[src/rtl/stage_wb_pkg.sv]
// Shared definitions for the writeback stage: datapath width, wb_sel and
// load funct3 encodings, FSM state type and the W pipeline register layout.
package stage_wb_pkg;

    localparam int unsigned XLEN = 32;

    // Writeback source select
    localparam logic [1:0] WB_ALU = 2'b00;
    localparam logic [1:0] WB_MEM = 2'b01;
    localparam logic [1:0] WB_PC4 = 2'b10;

    // Load width/sign encodings
    localparam logic [2:0] F3_LB  = 3'b000;
    localparam logic [2:0] F3_LH  = 3'b001;
    localparam logic [2:0] F3_LW  = 3'b010;
    localparam logic [2:0] F3_LBU = 3'b100;
    localparam logic [2:0] F3_LHU = 3'b101;

    typedef enum logic {
        S_IDLE = 1'b0,
        S_WAIT = 1'b1
    } wb_state_e;

    // W pipeline register payload
    typedef struct packed {
        logic            valid;
        logic [XLEN-1:0] alu_out;
        logic [XLEN-1:0] pc4;
        logic [4:0]      rd;
        logic            reg_wen;
        logic [1:0]      wb_sel;
        logic [2:0]      funct3;
    } w_reg_t;

endpackage

[src/rtl/stage_wb_if.sv]
// Bus bundle between the M stage / data memory (master side) and the
// writeback stage (slave side).
//   M-stage:  validM, alu_outM, pc4M, rdM, reg_wenM, wb_selM, funct3M
//   memory:   dmem_rdata, dmem_rvalid
//   results:  wb_en, wb_rd, wb_data, stall_req, load_err
interface stage_wb_if;

    logic                          validM;
    logic [stage_wb_pkg::XLEN-1:0] alu_outM;
    logic [stage_wb_pkg::XLEN-1:0] pc4M;
    logic [4:0]                    rdM;
    logic                          reg_wenM;
    logic [1:0]                    wb_selM;
    logic [2:0]                    funct3M;
    logic [stage_wb_pkg::XLEN-1:0] dmem_rdata;
    logic                          dmem_rvalid;
    logic                          wb_en;
    logic [4:0]                    wb_rd;
    logic [stage_wb_pkg::XLEN-1:0] wb_data;
    logic                          stall_req;
    logic                          load_err;

    modport master (
        output validM, alu_outM, pc4M, rdM, reg_wenM, wb_selM, funct3M,
        output dmem_rdata, dmem_rvalid,
        input  wb_en, wb_rd, wb_data, stall_req, load_err
    );

    modport slave (
        input  validM, alu_outM, pc4M, rdM, reg_wenM, wb_selM, funct3M,
        input  dmem_rdata, dmem_rvalid,
        output wb_en, wb_rd, wb_data, stall_req, load_err
    );

endinterface

[src/rtl/stage_wb_load_extend.sv]
// load_extend: picks the addressed byte/halfword/word out of a memory word
// and sign- or zero-extends it; flags misaligned halfword/word accesses.
// Mirror of the store mask generator.
//   funct3     in  load width/sign
//   sft        in  byte offset within the word
//   rdata      in  word returned by data memory
//   data       out extended load value
//   misaligned out access not naturally aligned (data still extracted)
module load_extend
    import stage_wb_pkg::*;
(
    input  logic [2:0]      funct3,
    input  logic [1:0]      sft,
    input  logic [XLEN-1:0] rdata,
    output logic [XLEN-1:0] data,
    output logic            misaligned
);

    logic [7:0]  byte_sel;
    logic [15:0] half_sel;

    // Lane selection
    always_comb begin
        byte_sel = rdata[7:0];
        case (sft)
            2'd0:    byte_sel = rdata[7:0];
            2'd1:    byte_sel = rdata[15:8];
            2'd2:    byte_sel = rdata[23:16];
            default: byte_sel = rdata[31:24];
        endcase
        half_sel = sft[1] ? rdata[31:16] : rdata[15:0];
    end

    // Extension and alignment check; unknown funct3 behaves as LW
    always_comb begin
        data       = rdata;
        misaligned = 1'b0;
        case (funct3)
            F3_LB: begin
                data = {{(XLEN-8){byte_sel[7]}}, byte_sel};
            end
            F3_LBU: begin
                data = {{(XLEN-8){1'b0}}, byte_sel};
            end
            F3_LH: begin
                data       = {{(XLEN-16){half_sel[15]}}, half_sel};
                misaligned = sft[0];
            end
            F3_LHU: begin
                data       = {{(XLEN-16){1'b0}}, half_sel};
                misaligned = sft[0];
            end
            F3_LW: begin
                data       = rdata;
                misaligned = (sft != 2'd0);
            end
            default: begin
                data       = rdata;
                misaligned = (sft != 2'd0);
            end
        endcase
    end

endmodule

[src/rtl/stage_wb.sv]
// stage_wb: writeback stage. Registers the M instruction into W, waits for
// the data-memory response on loads (with timeout), and drives the
// register-file write port, upstream stall and forwarding value.
//   clk, rst_n   core clock, async active-low reset
//   bus (slave)  M-stage inputs, dmem response, writeback/stall/error outputs
module stage_wb
    import stage_wb_pkg::*;
#(
    parameter int unsigned MAX_WAIT = 15
) (
    input  logic       clk,
    input  logic       rst_n,
    stage_wb_if.slave  bus
);

    localparam int unsigned CW = $clog2(MAX_WAIT + 1);

    w_reg_t          w_q;
    w_reg_t          w_d;
    wb_state_e       state_q;
    logic [CW-1:0]   cnt_q;
    logic            load_err_q;

    logic            is_load_c;
    logic            timeout_c;
    logic            stall_c;
    logic            misaligned_c;
    logic [XLEN-1:0] ld_data_c;
    logic [XLEN-1:0] wb_data_c;

    load_extend u_load_extend (
        .funct3     (w_q.funct3),
        .sft        (w_q.alu_out[1:0]),
        .rdata      (bus.dmem_rdata),
        .data       (ld_data_c),
        .misaligned (misaligned_c)
    );

    // Load/stall decode; a response in the timeout cycle takes priority
    always_comb begin
        is_load_c = w_q.valid && (w_q.wb_sel == WB_MEM);
        timeout_c = (state_q == S_WAIT) && (cnt_q == CW'(MAX_WAIT)) && !bus.dmem_rvalid;
        stall_c   = is_load_c && !bus.dmem_rvalid && !timeout_c;
    end

    always_comb begin
        w_d.valid   = bus.validM;
        w_d.alu_out = bus.alu_outM;
        w_d.pc4     = bus.pc4M;
        w_d.rd      = bus.rdM;
        w_d.reg_wen = bus.reg_wenM;
        w_d.wb_sel  = bus.wb_selM;
        w_d.funct3  = bus.funct3M;
    end

    // W pipeline register, frozen while stalled
    always_ff @(posedge clk or negedge rst_n) begin
        if (!rst_n) begin
            w_q <= '0;
        end else if (!stall_c) begin
            w_q <= w_d;
        end
    end

    // Wait FSM. cnt_q counts stalled cycles of the current load, so the
    // timeout cycle is the one after MAX_WAIT stall cycles.
    always_ff @(posedge clk or negedge rst_n) begin
        if (!rst_n) begin
            state_q <= S_IDLE;
            cnt_q   <= '0;
        end else begin
            case (state_q)
                S_IDLE: begin
                    cnt_q <= '0;
                    if (stall_c) begin
                        state_q <= S_WAIT;
                        cnt_q   <= CW'(1);
                    end
                end
                S_WAIT: begin
                    if (!stall_c) begin
                        state_q <= S_IDLE;
                        cnt_q   <= '0;
                    end else begin
                        cnt_q <= cnt_q + CW'(1);
                    end
                end
                default: begin
                    state_q <= S_IDLE;
                    cnt_q   <= '0;
                end
            endcase
        end
    end

    // Sticky error: load timeout or misaligned load
    always_ff @(posedge clk or negedge rst_n) begin
        if (!rst_n) begin
            load_err_q <= 1'b0;
        end else if (timeout_c || (is_load_c && misaligned_c)) begin
            load_err_q <= 1'b1;
        end
    end

    // Writeback value; reserved wb_sel falls back to the ALU result
    always_comb begin
        wb_data_c = w_q.alu_out;
        case (w_q.wb_sel)
            WB_MEM:  wb_data_c = ld_data_c;
            WB_PC4:  wb_data_c = w_q.pc4;
            default: wb_data_c = w_q.alu_out;
        endcase
        if (timeout_c) begin
            wb_data_c = '0;
        end
    end

    assign bus.wb_en     = w_q.valid && w_q.reg_wen && (w_q.rd != 5'd0)
                           && (!is_load_c || bus.dmem_rvalid || timeout_c);
    assign bus.wb_rd     = w_q.rd;
    assign bus.wb_data   = wb_data_c;
    assign bus.stall_req = stall_c;
    assign bus.load_err  = load_err_q;

endmodule

[src/flat_wrapper.sv]
// flat-port wrapper written by rule: the top's interface ports become plain ports
module stage_wb_flat import stage_wb_pkg::*;
#(
    parameter int unsigned MAX_WAIT = 15
)
  (clk, rst_n, bus_validM, bus_alu_outM, bus_pc4M, bus_rdM, bus_reg_wenM, bus_wb_selM, bus_funct3M, bus_dmem_rdata, bus_dmem_rvalid, bus_wb_en, bus_wb_rd, bus_wb_data, bus_stall_req, bus_load_err);
  stage_wb_if bus_i ();
  input  logic clk;
  input  logic rst_n;
  input wire logic [$bits(bus_i.validM)-1:0] bus_validM;
  input wire logic [$bits(bus_i.alu_outM)-1:0] bus_alu_outM;
  input wire logic [$bits(bus_i.pc4M)-1:0] bus_pc4M;
  input wire logic [$bits(bus_i.rdM)-1:0] bus_rdM;
  input wire logic [$bits(bus_i.reg_wenM)-1:0] bus_reg_wenM;
  input wire logic [$bits(bus_i.wb_selM)-1:0] bus_wb_selM;
  input wire logic [$bits(bus_i.funct3M)-1:0] bus_funct3M;
  input wire logic [$bits(bus_i.dmem_rdata)-1:0] bus_dmem_rdata;
  input wire logic [$bits(bus_i.dmem_rvalid)-1:0] bus_dmem_rvalid;
  output wire logic [$bits(bus_i.wb_en)-1:0] bus_wb_en;
  output wire logic [$bits(bus_i.wb_rd)-1:0] bus_wb_rd;
  output wire logic [$bits(bus_i.wb_data)-1:0] bus_wb_data;
  output wire logic [$bits(bus_i.stall_req)-1:0] bus_stall_req;
  output wire logic [$bits(bus_i.load_err)-1:0] bus_load_err;
  assign bus_i.validM = bus_validM;
  assign bus_i.alu_outM = bus_alu_outM;
  assign bus_i.pc4M = bus_pc4M;
  assign bus_i.rdM = bus_rdM;
  assign bus_i.reg_wenM = bus_reg_wenM;
  assign bus_i.wb_selM = bus_wb_selM;
  assign bus_i.funct3M = bus_funct3M;
  assign bus_i.dmem_rdata = bus_dmem_rdata;
  assign bus_i.dmem_rvalid = bus_dmem_rvalid;
  assign bus_wb_en = bus_i.wb_en;
  assign bus_wb_rd = bus_i.wb_rd;
  assign bus_wb_data = bus_i.wb_data;
  assign bus_stall_req = bus_i.stall_req;
  assign bus_load_err = bus_i.load_err;
  stage_wb #(.MAX_WAIT(MAX_WAIT)) u_core (.clk(clk), .rst_n(rst_n), .bus(bus_i));
endmodule
[config.mk]
export PLATFORM = sky130hd
export DESIGN_NAME = stage_wb_flat
export DESIGN_NICKNAME = d
export VERILOG_FILES = /design/src/rtl/stage_wb_pkg.sv /design/src/rtl/stage_wb_if.sv /design/src/rtl/stage_wb_load_extend.sv /design/src/rtl/stage_wb.sv /design/src/flat_wrapper.sv
export SDC_FILE = /design/constraint.sdc
export NUM_CORES = 1
export LEC_CHECK = 0
export BUFFER_PORTS_ARGS = -buffer_cell sky130_fd_sc_hd__clkbuf_2
export CORE_ASPECT_RATIO = 1.5
export CORE_MARGIN = 5
export CORE_UTILIZATION = 46
export DETAILED_ROUTE_END_ITERATION = 8
export PLACE_DENSITY = 0.76
export SETUP_SLACK_MARGIN = 0.3
export SLEW_MARGIN = 20
export SYNTH_ARGS = -nofsm -noshare
export SYNTH_HDL_FRONTEND = slang
export SYNTH_SLANG_ARGS = --single-unit
[constraint.sdc]
create_clock -name clk -period 1.7 [get_ports clk]
set_input_delay 0.255 -clock clk [delete_from_list [all_inputs] [get_ports clk]]
set_output_delay 0.255 -clock clk [all_outputs]
set_load 0.01 [all_outputs]
# After elaboration in Yosys (flattened, before gate mapping)
# Index checks and enable logic that the tools add are counted.
dict set report word_totals {
  out_inout_bits 40
  ff_bits 82
  inputBits 111
}
dict set report op_classes {
  n_reduce_logical 21
  n_mux 10
  bitwise 1
  eq_ne 8
  addsub 1
}
# operator n
set ops {}
lappend ops {{32-bit case mux with 4 select lines} 1}
lappend ops {{32-bit case mux with 2 select lines} 1}
lappend ops {{32-bit 2-to-1 mux} 1}
lappend ops {{8-bit case mux with 3 select lines} 1}
lappend ops {{16-bit 2-to-1 mux} 1}
lappend ops {{1-bit logical AND} 9}
lappend ops {{4-bit case mux with 2 select lines} 1}
lappend ops {{3-bit == test, second input constant} 2}
lappend ops {{5-bit nonzero test} 1}
lappend ops {{4-bit by 1-bit adder with 4-bit output, second input constant} 1}
lappend ops {{2-bit by 1-bit == test with 1-bit output, second input constant} 2}
lappend ops {{2-bit == test, second input constant} 2}
lappend ops {{4-bit == test, second input constant} 1}
lappend ops {{4-bit 2-to-1 mux} 1}
lappend ops {{2-bit OR reduction} 2}
lappend ops {{3-bit by 1-bit == test with 1-bit output, second input constant} 1}
lappend ops {{1-bit logical NOT} 3}
lappend ops {{3-bit logical NOT} 1}
lappend ops {{1-bit logical OR} 3}
lappend ops {{2-bit logical NOT} 1}
lappend ops {{1-bit 2-to-1 mux} 2}
lappend ops {{1-bit case mux with 2 select lines} 1}
lappend ops {{2-bit nonzero test} 1}
lappend ops {{1-bit NOT} 1}

# Longest topological paths before layout
dict set report logic_depth {
  ltp_word 7
  depth_mapped 8
  depth_no_buf 6
}

# Hierarchy
# From an unflattened synthesis, not the netlist that was laid out.
dict set report hier_totals {
  hier_cells 413
  area_unflattened_um2 4678.2
}
# mod area_per_inst_um2 cells_each instances
set modules_own_cells {}
lappend modules_own_cells {stage_wb 3878.7 306 1}
lappend modules_own_cells {load_extend 799.5 107 1}

# Least setup slack after synthesis
# No wires, ideal clock.
dict set report synth_timing {
  kind {register to output}
  from {register u_core.w_q[3] (netlist bit)}
  to {output bus_wb_data[19]}
  t_arrival_ns 1.761
  stages_incl_launch_ff 9
  path_buffers 2
  slack_ns -0.316
  path_cell_list {dfrtp_1 -> inv_1 -> ha_1 -> buf_2 -> inv_2 -> nand2_1 -> clkbuf_1 -> o211ai_1 -> a221oi_1}
}
dict set report synth_via {
  elab_chain_cells 3
  elab_cells_between_ends 4
  classes_between {2 x eq/ne; 2 x mux}
}
# element line
set synth_rtl {}
lappend synth_rtl {{start: declaration} stage_wb.sv:18} ;# w_reg_t w_q;
lappend synth_rtl {{start signal: assignment} stage_wb.sv:61} ;# w_q <= w_d;
lappend synth_rtl {{2-bit == test / 2-bit by 1-bit == test with 1-bit output (equally long branches)} stage_wb.sv:108} ;# case (w_q.wb_sel)
lappend synth_rtl {{32-bit case mux with 2 select lines *} stage_wb.sv:108}
lappend synth_rtl {{32-bit 2-to-1 mux *} stage_wb.sv:113} ;# if (timeout_c) begin
lappend synth_rtl {{end: declaration} flat_wrapper.sv:21} ;# output wire logic [$bits(bus_i.wb_data)-1:0] bus_wb_data;
# Mark *: on every way between the ends. The rest lies on a longest branch, timed or not.

# Worst setup path in the final report
dict set report layout_timing {
  from {register u_core.w_q[44] (netlist bit)}
  to {output bus_wb_data[13]}
}
dict set report layout_via {
  elab_chain_cells 5
  elab_cells_between_ends 8
  classes_between {2 x eq/ne; 5 x mux; 1 x reduce/logical}
}
# element line
set layout_rtl {}
lappend layout_rtl {{2-bit == test, or another cell as far along} stage_wb_load_extend.sv:25} ;# case (sft)
lappend layout_rtl {{8-bit case mux with 3 select lines} stage_wb_load_extend.sv:25}
lappend layout_rtl {{32-bit case mux with 4 select lines *} stage_wb_load_extend.sv:38} ;# case (funct3)
lappend layout_rtl {{32-bit case mux with 2 select lines *} stage_wb.sv:108}
lappend layout_rtl {{32-bit 2-to-1 mux *} stage_wb.sv:113}
# Marks and branches as above.

==> flow_summary.ini <==
[floorplan]
core_um2 = 10000
die_w_um = 92.3
die_h_um = 133
dieArea_um2 = 12300
io_pins = 151
num_rows = 45
initial_core_util_pct = 46.7

[detailed_routing]
drc = 0
drt.antenna.violating_nets = 0
firstDrtPassIters = 4
vias = 4621
routed_wl_um = 17300
drt_iter0_drc = 279
viasPerCell = 5.93
routedWlPerCell_um = 22.2

[critical_path]
crit_arrival_ns = 2.10
worst_setup_path_end_kind = output port
crit_path_max_fanout = 7
crit_type = reg -> out
cp.required_ns = 1.44
start_kind = register

[timing]
fin_crit_sh_pct = 139
hold_viol_final = 0
fin_ws_ns = -0.660
final-setup-viol-count = 115
tns_ns = -48.76
timing.slew.headroom_pct = 67.5
report.final.slew_viol_count = 0
max_freq_ghz = 0.424
fin_worst_skew_ns = 0.00648
whs_ns = 0.109
finalCriticalPeriod_ns = 2.36
worstMarginPinSlew_ns = 0.487
rsz0062_at_grt = true

[final_layout]
area_growth_pct = 64.9
drive_above_1_share_pct = 64.2
multi_input_area_um2 = 3070
num-nets-final = 771
diodes = 0
finalInstanceArea_um2 = 7710
nFillCells = 623
regArea_um2 = 2050
fin_util_pct = 76.9

[min_path]
hold_path_class = in -> reg

[placed_design]
portBuffers = 150
routabilityCongestion = 0.970
post-dp-hpwl_um = 11800
dpl_cell_area_um2 = 6560

[clocking]
cts_root_buf = clkbuf_16
cts_made_buffers = 9
htreeDepth = 3
cts_tree = done
ctsLongestPathBuffers = 2
cts.sinks = 82
clk_latency_ns = 0.34
path_clk_slew_ns = 0.07

[power_and_ir_drop]
swShare_pct = 32.0
vdd_drop_max_uv = 698
p_comb_share_pct = 32.8
p_seq_share_pct = 35.9
power_density_nw_per_um2 = 788
p_leak_nw = 3.55
p_clk_share_pct = 31.2
p_switching_mw = 1.94
internal-power_mw = 4.13

[flow_run]
drv_cap = 0

[grt]
grt_usage_pct = 27.0
grt_pass1_wl_um = 25900
grt_pass1_vias = 4845
grt_overflow = 0
antenna_found_initial = 0
grt_start_max_net_pins = 83

[outcome]
status = finished with violations
violations = setup timing

[logic_synthesis]
ys_seq_area_share_pct = 43.9
ys_seq_elements = 82
synthArstFlopShare_pct = 100
synth-main-ff-cell = dfrtp_1
synthTopCellsByArea = dfrtp_1 44%, mux2_2 18%, a221oi_2 2.9%, a211oi_1 2.7%, a221oi_1 2.4%
netlist-cell-type-count = 43
syn_inst = 434
synth_edf_count = 0
yosys.area.top_type = dfrtp_1
yosys_warnings = 0
avgSynthCellArea_um2 = 10.8
synth_top_area_share_pct = 43.9
syn-num-nets = 548
netlist_area_um2 = 4680
## worst max-delay path, stage by stage, from the launching register on
cell and delay (ns):
dfrtp_2 0.47, mux2i_4 0.23, mux2_4 0.29, o31a_4 0.36, a211oi_2 0.24, buf_2 0.17
## cells by family (layout without fill, tap and decap cells)
family | count (synthesis) | in the layout | synth area share, %
compound gates | 110 | 110 | 19.1
simple gates | 92 | 92 | 9.85
mux | 85 | 85 | 20.2
flops | 82 | 82 | 43.9
buf+inv | 60 | 288 | 5.78
fa+ha+maj | 3 | 3 | 0.803
xor+xnor | 2 | 2 | 0.375
## sequential cells by signal, indices dropped and copies added (netlist names)
name,cells
u_core.w_q,71
u_core.cnt_q,4
u_core.bus.load_err,1
u_core.state_q,1
u_core.bus.wb_rd,5
## worst paths after layout
| check | cells past startpoint | to | slack, ns | from |
|---|---|---|---|---|
| worst max register to register | 12 | u_core.w_q[46] | -0.45 | u_core.w_q[4] |
| min in group asynchronous | 3 | u_core.w_q[15] | 0.46 | rst_n |
| worst min-delay path | 2 | u_core.w_q[75] | 0.11 | bus_validM |
| worst max-delay path | 5 | bus_wb_data[13] | -0.66 | u_core.w_q[44] |
| worst min register to register | 1 | u_core.w_q[53] | 0.51 | u_core.w_q[53] |
| max in group asynchronous | 3 | u_core.w_q[24] | 0.84 | rst_n |
## layout by cell type, fill, tap and decap left out, types with 10 or more instances in the layout
cell type	instances
clkbuf_2	115
dfrtp_1	81
mux2_4	76
buf_4	39
buf_2	32
buf_6	27
buf_12	23
a211oi_2	22
nor2_1	20
inv_1	19
nand2_1	18
a21oi_1	16
o211ai_1	14
a221oi_2	14
o21ai_0	13
clkbuf_16	11
nand2b_1	10
## routing by layer
metal	routed length (µm)	vias to the layer above	GRT usage (%)
met2	8860	228	45.8
met5	0	-	0
met1	6480	2292	32.6
met3	1060	64	5.08
li1	-	2037	-
met4	907	0	13.3
## timing repair
action	4_1_cts	5_1_grt
gates cloned	4	2
buffers inserted	21	9
endpoints found under the setup margin	116	116
gates resized for setup	61	64
hold endpoints to repair	82	0
hold buffers	1	0
pin swaps	15	17
## synthesized netlist by cell type, types with 7 or more instances
cell type	instances
o21ai_0	17
a211oi_2	7
nor2_1	26
dfrtp_1	82
a21oi_1	16
mux2i_1	9
nand2_1	21
buf_2	12
a221oi_2	9
or3_1	8
clkbuf_1	18
mux2_2	76
nor2b_1	8
a211oi_1	17
o211ai_1	14
inv_1	21
nand2b_1	10
a221oi_1	13
## power groups by stage
stage	clock, mW	sequential, mW	combinational [mW]
3_3_place_gp	0	2.19	1.64
4_1_cts	1.91	2.17	1.82
2_1_floorplan	0	2.17	1.07
6_report	1.90	2.18	1.99
3_5_place_dp	0	2.20	1.67
5_1_grt	2.00	2.19	2.11
## stage by stage
step	setup WS [ns]	std cells	power (mW)
3_3_place_gp	-0.251	726	3.83
6_report	-0.660	779	6.07
3_5_place_dp	-0.346	726	3.87
4_1_cts	-0.605	768	5.90
5_1_grt	-0.709	779	6.30
2_1_floorplan	-0.110	434	3.24
## layout make-up
type	count	share of cell area, %
timing repair buffer	250	26.8
multi-input combinational	292	39.8
clock inverter	7	0.763
clock buffer	9	2.92
inverter	22	1.17
tap	117	1.90
sequential	82	26.6
Note: power is estimated with default switching activity, not from simulation.
